File: src/rtl/prod_accum_pkg.sv
// Shared types and defaults for the product accumulator slice.
package prod_accum_pkg;

   localparam int DEF_DEPTH   = 16;
   localparam int DEF_XW      = 16;
   localparam int DEF_SW      = 20;
   localparam int DEF_TIMEOUT = 1024;

   typedef enum logic [3:0] {
      ST_IDLE    = 4'b0001,
      ST_KICK    = 4'b0010,
      ST_COLLECT = 4'b0100,
      ST_DONE    = 4'b1000
   } state_t;

   // CNT must be able to hold DEPTH itself, not just DEPTH-1.
   function automatic int cnt_width(input int depth);
      return $clog2(depth + 1);
   endfunction

endpackage

File: src/rtl/sat_add.sv
// Unsigned adder of an AW-bit accumulator and a BW-bit operand, clamping at 2^AW-1.
module sat_add #(
   parameter int AW = 20,
   parameter int BW = 16
) (
   input  logic [AW-1:0] a,
   input  logic [BW-1:0] b,
   output logic [AW-1:0] sum,
   output logic          ovf
);

   localparam int EW = ((AW > BW) ? AW : BW) + 1;

   logic [EW-1:0] full;

   always_comb begin
      full = EW'(a) + EW'(b);
      ovf  = |full[EW-1:AW];
      sum  = ovf ? '1 : full[AW-1:0];
   end

endmodule

File: src/rtl/prod_accum.sv
// Kicks one multiply batch, accumulates DEPTH products (saturating sum and max),
// and holds the result for the host until acknowledged; a watchdog ends stalled batches.
module prod_accum
   import prod_accum_pkg::*;
#(
   parameter int DEPTH   = DEF_DEPTH,
   parameter int XW      = DEF_XW,
   parameter int SW      = DEF_SW,
   parameter int TIMEOUT = DEF_TIMEOUT
) (
   input  logic                          CLK,
   input  logic                          RST,
   input  logic                          GO,
   output logic                          START,
   input  logic [XW-1:0]                 X,
   input  logic                          X_VALID,
   output logic [SW-1:0]                 SUM,
   output logic [XW-1:0]                 MAXV,
   output logic [cnt_width(DEPTH)-1:0]   CNT,
   output logic                          SUM_VALID,
   input  logic                          SUM_ACK,
   output logic                          BUSY,
   output logic                          OVF,
   output logic                          TMO,
   output logic                          ERR
);

   localparam int CW = cnt_width(DEPTH);
   localparam int WW = (TIMEOUT > 2) ? $clog2(TIMEOUT) : 1;

   state_t        state;
   logic [WW-1:0] wdog;
   logic [SW-1:0] sum_next;
   logic          ovf_next;

   sat_add #(
      .AW (SW),
      .BW (XW)
   ) u_sat_add (
      .a   (SUM),
      .b   (X),
      .sum (sum_next),
      .ovf (ovf_next)
   );

   assign BUSY = (state != ST_IDLE);

   always_ff @(posedge CLK or negedge RST) begin
      if (!RST) begin
         state     <= ST_IDLE;
         SUM       <= '0;
         MAXV      <= '0;
         CNT       <= '0;
         wdog      <= '0;
         START     <= 1'b0;
         SUM_VALID <= 1'b0;
         OVF       <= 1'b0;
         TMO       <= 1'b0;
         ERR       <= 1'b0;
      end else begin
         START <= 1'b0;
         unique case (state)
            ST_IDLE: begin
               if (X_VALID) ERR <= 1'b1;
               if (GO) begin
                  state <= ST_KICK;
                  START <= 1'b1;
               end
            end
            ST_KICK: begin
               SUM   <= '0;
               MAXV  <= '0;
               CNT   <= '0;
               wdog  <= '0;
               OVF   <= 1'b0;
               TMO   <= 1'b0;
               // A stray beat during the kick re-flags the freshly cleared error.
               ERR   <= X_VALID;
               state <= ST_COLLECT;
            end
            ST_COLLECT: begin
               if (X_VALID) begin
                  SUM  <= sum_next;
                  CNT  <= CNT + CW'(1);
                  wdog <= '0;
                  if (ovf_next) OVF <= 1'b1;
                  if (X > MAXV) MAXV <= X;
                  if (CNT == CW'(DEPTH - 1)) begin
                     state     <= ST_DONE;
                     SUM_VALID <= 1'b1;
                  end
               end else if (wdog == WW'(TIMEOUT - 1)) begin
                  state     <= ST_DONE;
                  SUM_VALID <= 1'b1;
                  TMO       <= 1'b1;
               end else begin
                  wdog <= wdog + WW'(1);
               end
            end
            ST_DONE: begin
               if (X_VALID) ERR <= 1'b1;
               if (SUM_ACK) begin
                  state     <= ST_IDLE;
                  SUM_VALID <= 1'b0;
               end
            end
            default: state <= ST_IDLE;
         endcase
      end
   end

endmodule

File: config.mk
export PLATFORM = sky130hd
export DESIGN_NAME = prod_accum
export DESIGN_NICKNAME = d
export VERILOG_FILES = /design/src/rtl/prod_accum_pkg.sv /design/src/rtl/sat_add.sv /design/src/rtl/prod_accum.sv
export SDC_FILE = /design/constraint.sdc
export NUM_CORES = 1
export LEC_CHECK = 0
export CORE_MARGIN = 2
export CORE_UTILIZATION = 48
export DETAILED_ROUTE_END_ITERATION = 16
export MAX_ROUTING_LAYER = met4
export PLACE_DENSITY = 0.76
export SLEW_MARGIN = 10
export SYNTH_ARGS = -nofsm -noshare
export SYNTH_HDL_FRONTEND = slang
export SYNTH_SLANG_ARGS = --single-unit
export TNS_END_PERCENT = 5
File: constraint.sdc
create_clock -name CLK -period 2.5 [get_ports CLK]
set_input_delay 0.5 -clock CLK [delete_from_list [all_inputs] [get_ports CLK]]
set_output_delay 0.5 -clock CLK [all_outputs]
set_load 0.1 [all_outputs]
# == Yosys cells after proc, flatten, opt, wreduce, memory -nomap -nowiden ==
# Index checks and enable logic that the tools add are counted.
# op_classes
addsub,3
eq_ne,18
n_lt_le_gt_ge,1
n_mux,31
reduce_logical,12
# ops
cell,count
$mux 20,2
$pmux 20 s2,1
$mux 16,2
$pmux 16 s2,1
$add 20x16->21,1
$mux 10,2
$mux 4,5
$pmux 10 s2,1
$gt 16x16->1,1
$pmux 4 s4,1
$ne 2x2->1 const B,6
$add 10x1->10 const B,1
$eq 10x10->1 const B,1
$mux 1,10
$pmux 5 s2,1
$ne 3x3->1 const B,3
$reduce_and 3->1,3
$pmux 1 s2,4
$reduce_and 4->1,2
$reduce_and 2->1,3
$reduce_bool 2->1,3
$add 5x1->5 const B,1
$eq 5x4->1 const B,1
$mux 5,1
other kinds (7),8
# totals
out_inout_bits,47
reg_bits,60

# == Logic depth before layout (Yosys ltp) ==
# depth
ltp_word,4
depth_mapped,10

# == By module ==
# A second synthesis with hierarchy kept.
# unflattened
hier_cells,457
hier_area_um2,4016.4
# by_module_without_submodules
mod,seq_area_each_um2,area_each_um2,cells_per_inst,instances
prod_accum,1502.7,2971.6,305,1
sat_add,0.0,1044.8,152,1

# == Least setup slack after synthesis ==
# Ideal clock, no wire load.
# synth_timing
path_type,reg2reg
startpoint,register SUM[0]
endpoint,register SUM[14]
path_stages_with_launch,9
path_buffers,0
setup_slack_ns,-0.555
synth_period_minus_slack_ns,3.055
t_arrival_ns,2.924
setup_ns,0.131
cell_sequence,dfrtp_1 ha_1 fa_1 a21o_1 a221oi_1 a21oi_1 a311oi_1 mux2i_1 nand3_1
# synth_between
elab_chain_len,4
# synth_rtl
element,line_no,source
start: declaration,prod_accum.sv:17,"output logic [SW-1:0] SUM,"
start signal: assignment,prod_accum.sv:83,SUM <= sum_next;
$add 20x16->21,sat_add.sv:17,full = EW'(a) + EW'(b);
$mux 20,sat_add.sv:19,sum = ovf ? '1 : full[AW-1:0];
$mux 20,prod_accum.sv:82,if (X_VALID) begin
$pmux 20 s2,prod_accum.sv:62,unique case (state)
# Every way passes these cells. The select of a mux whose other input is x is not followed.
# A chain may end at the register's enable or synchronous reset.

# == Worst setup path after layout ==
# layout_timing
startpoint,input port X[11]
endpoint,register MAXV[5]
# layout_between
elab_chain_len,3
# layout_rtl
element,line_no,source
start: declaration,prod_accum.sv:15,"input logic [XW-1:0] X,"
$gt 16x16->1,prod_accum.sv:87,if (X > MAXV) MAXV <= X;
$ne 2x2->1 (no source line),-,
$reduce_and 3->1 (no source line),-,
end signal: assignment,prod_accum.sv:52,MAXV <= '0;
end signal: assignment,prod_accum.sv:72,MAXV <= '0;
end signal: assignment,prod_accum.sv:87,
end: declaration,prod_accum.sv:18,"output logic [XW-1:0] MAXV,"
# Every way passes these cells.

==> results.json <==
{
  "status": "finished, violations left",
  "violations": "setup timing",
  "p_per_area_mw_per_mm2": 1010,
  "r2r_slack_ns": 0.02,
  "seq_power_share_pct": 25.1,
  "clock_latency_ns": 0.35,
  "pin_count": 68,
  "num_rows": 32,
  "setup_viol": 10,
  "p_sw_share_pct": 51.1,
  "cp-startpoint": "X[11]",
  "tightestPinTransition_ns": 0.611,
  "grt_pass1_vias": 3976,
  "netlist_top_cells_area": "dfrtp_1 (38%), ha_1 (11%), a21oi_1 (5.6%)",
  "drc_errors": 0,
  "ir_drop_uv": 541,
  "fin_crit_sh_pct": 101,
  "cts.sinks": 60,
  "initial_core_util_pct": 49.6,
  "grt_pass1_wl_um": 19500,
  "antenna_found_initial": 0,
  "cp-end-kind": "register",
  "overflow": 0,
  "relSlewSlack_pct": 59.1,
  "crit_fanout": 16,
  "ys_async_sr_fraction_pct": 100,
  "synth_cell_types": 48,
  "synth_area_mm2": 0.00385,
  "final_nets": 630,
  "cts-buffers-inserted": 9,
  "cts_tree": "built",
  "avgSynthCellArea_um2": 9.08,
  "min_path_type": "in2async",
  "p_leak_uw": 0.00267,
  "crit_required_ns": 2.73,
  "yosysTopAreaCell": "dfrtp_1",
  "portBuffers": 67,
  "synth_enable_flop_cells": 0,
  "synthToLayoutAreaGrowth_pct": 44.6,
  "clock.fmax_mhz": 398,
  "track_usage_pct": 29.2,
  "wl_met2_um": 5750,
  "cts-htree-levels": 3,
  "clock_tree.root_cell": "clkbuf_8",
  "drive_above_1_share_pct": 35.1,
  "drv_cap": 0,
  "antennaDiodeCount": 0,
  "netlist_instances": 424,
  "critPathLaunchType": "input pin",
  "finalWirelength_um": 12300,
  "design.core.area_mm2": 0.00777,
  "fin_crit_ns": 2.51,
  "cts_hold_buffers": 0,
  "met3_length_um": 695,
  "synth-seq-cells": 60,
  "die_area_mm2": 0.00876,
  "drt_iter0_drc": 259,
  "reg2reg_depth": 9,
  "met1_length_um": 5630,
  "finalWeightedCongestion": 0.906,
  "yosysMostFrequentCell": "dfrtp_1",
  "die_h_um": 93.6,
  "hold_viol": 0,
  "maxSlewViolCount": 0,
  "clk_pin_slew_ns": 0.09,
  "p_int_uw": 2760,
  "critPathKind": "in2reg",
  "highest_layer": "met4",
  "power.total_uw": 5630,
  "drtPass1Iterations": 6,
  "post_drt_wl_per_cell_um": 18.1,
  "n_fill_cell": 611,
  "p_switching_uw": 2880,
  "crit_end": "MAXV[5]",
  "yosysWarnings": 0,
  "synth_common_cells": "dfrtp_1 (59), a21oi_1 (43), ha_1 (35)",
  "dp_hpwl_um": 9040,
  "dieWidth_um": 93.6,
  "hold_ws_ns": 0.0430,
  "clockPowerShare_pct": 16.1,
  "crit_arrival_ns": 2.74,
  "layout_setup_ws_ns": -0.0146,
  "seq_area_frac_synth_pct": 39.0,
  "netlist.area_leader.share_pct": 38.3,
  "grt_max_degree": 26,
  "clock_skew_ns": 0.0109,
  "drtAntennaViolNets": 0,
  "clk_path_buf_depth": 2,
  "rsz0062_at_grt": "yes",
  "worst_r2r_startpoint": "MAXV[14]",
  "r2r-end": "MAXV[5]",
  "vias": 3962,
  "combPwrFrac_pct": 58.8,
  "synth_fp_nets": 481,
  "vias_per_cell": 5.83,
  "ys.flop_type": "dfrtp_1"
}
-- critical path, cell delays in order --
cell             delay (ns)
clkdlybuf4s50_1        0.44
ha_1                   0.35
nand2_2                0.12
nor4_4                 0.06
buf_4                  0.14
buf_4                  0.12
a21oi_1                0.13
nor2_1                 0.10
or3_1                  0.38
buf_6                  0.17
a22o_1                 0.24
-- kinds of logic (layout without fill, tap and decap cells) --
group	after synthesis	in the layout	synth area share [%]
flip-flops	60	60	39.0
AND/OR/NAND/NOR	128	128	16.2
XOR/XNOR	15	15	3.41
AO/OA/AOI/OAI	144	144	24.3
adder cells (fa/ha/maj)	36	36	11.9
multiplexers	5	5	1.30
buffers and inverters	36	190	3.83
-- routing by layer --
metal | up-vias | track usage, %
met1 | 1929 | 39.4
li1 | 1867 | -
met2 | 140 | 45.1
met4 | 0 | 10.3
met5 | - | -
met3 | 26 | 4.75
-- through the flow --
| stage | cells | util [%] | setup slack [ns] | area (µm²) | setup TNS [ns] |
|---|---|---|---|---|---|
| detailed placement | 662 | 67.3 | -0.610 | 5230 | -19.43 |
| global placement | 662 | 67.3 | -0.523 | 5230 | -17.80 |
| finish | 680 | 71.7 | -0.0146 | 5570 | -0.0473 |
| global route | 680 | 71.7 | -0.106 | 5570 | -1.40 |
| CTS | 680 | 70.6 | -0.0480 | 5480 | -0.0605 |
| floorplan | 424 | - | -0.0142 | 3970 | -0.135 |
-- worst min path at each step --
| stage | from | to | slack, ns | cells past startpoint |
|---|---|---|---|---|
| detailed placement | RST | SUM[13] | 0.41 | 1 |
| global placement | RST | SUM[3] | 0.41 | 1 |
| finish | RST | SUM[3] | 0.04 | 1 |
| CTS | RST | SUM[3] | 0.04 | 1 |
| global route | RST | SUM[3] | 0.06 | 1 |
| floorplan | RST | CNT[0] | 0.20 | 0 |
-- power groups by stage --
stage               combinational (µW)  sequential [µW]  clock, µW
global placement                  3150             1410          0
CTS                               3250             1400        899
global route                      3510             1440        937
finish                            3310             1410        909
floorplan                         1140             2440          0
detailed placement                3200             1420          0
-- layout by cell type, fill, tap and decap left out, drive strengths merged, types with 9 or more instances in the layout --
master / n
buf: 134
dfrtp: 59
a21oi: 43
ha: 35
nand2: 34
nor2: 30
o21ai: 26
nand3: 23
inv: 21
a22o: 18
and3: 17
a31oi: 15
xor2: 10
clkdlybuf4s50: 10
clkbuf: 10
a21o: 9
-- cell type report --
cell class                 count  area [µm²]  area share, %
clock inverter                 6        65.1           1.17
timing repair buffer         153        1230           22.0
clock buffer                  10         128           2.29
tap                          102         128           2.29
multi-input combinational    328        2380           42.7
sequential                    60        1560           28.1
inverter                      21        78.8           1.42
-- sequential cells by signal, summed over array words and instances, names as in the netlist --
name and cells:
OVF 1, MAXV 16, wdog 10, START 1
CNT 5, state 4, SUM_VALID 1, ERR 1
SUM 20, TMO 1
-- repair_timing --
action,4_1_cts,5_1_grt
setup buffers,2,0
gates resized for setup,16,22
endpoints found under the hold margin,0,0
pin swaps,11,11
endpoints found under the setup margin,37,44
No activity file was read; power rests on OpenSTA's default activity.
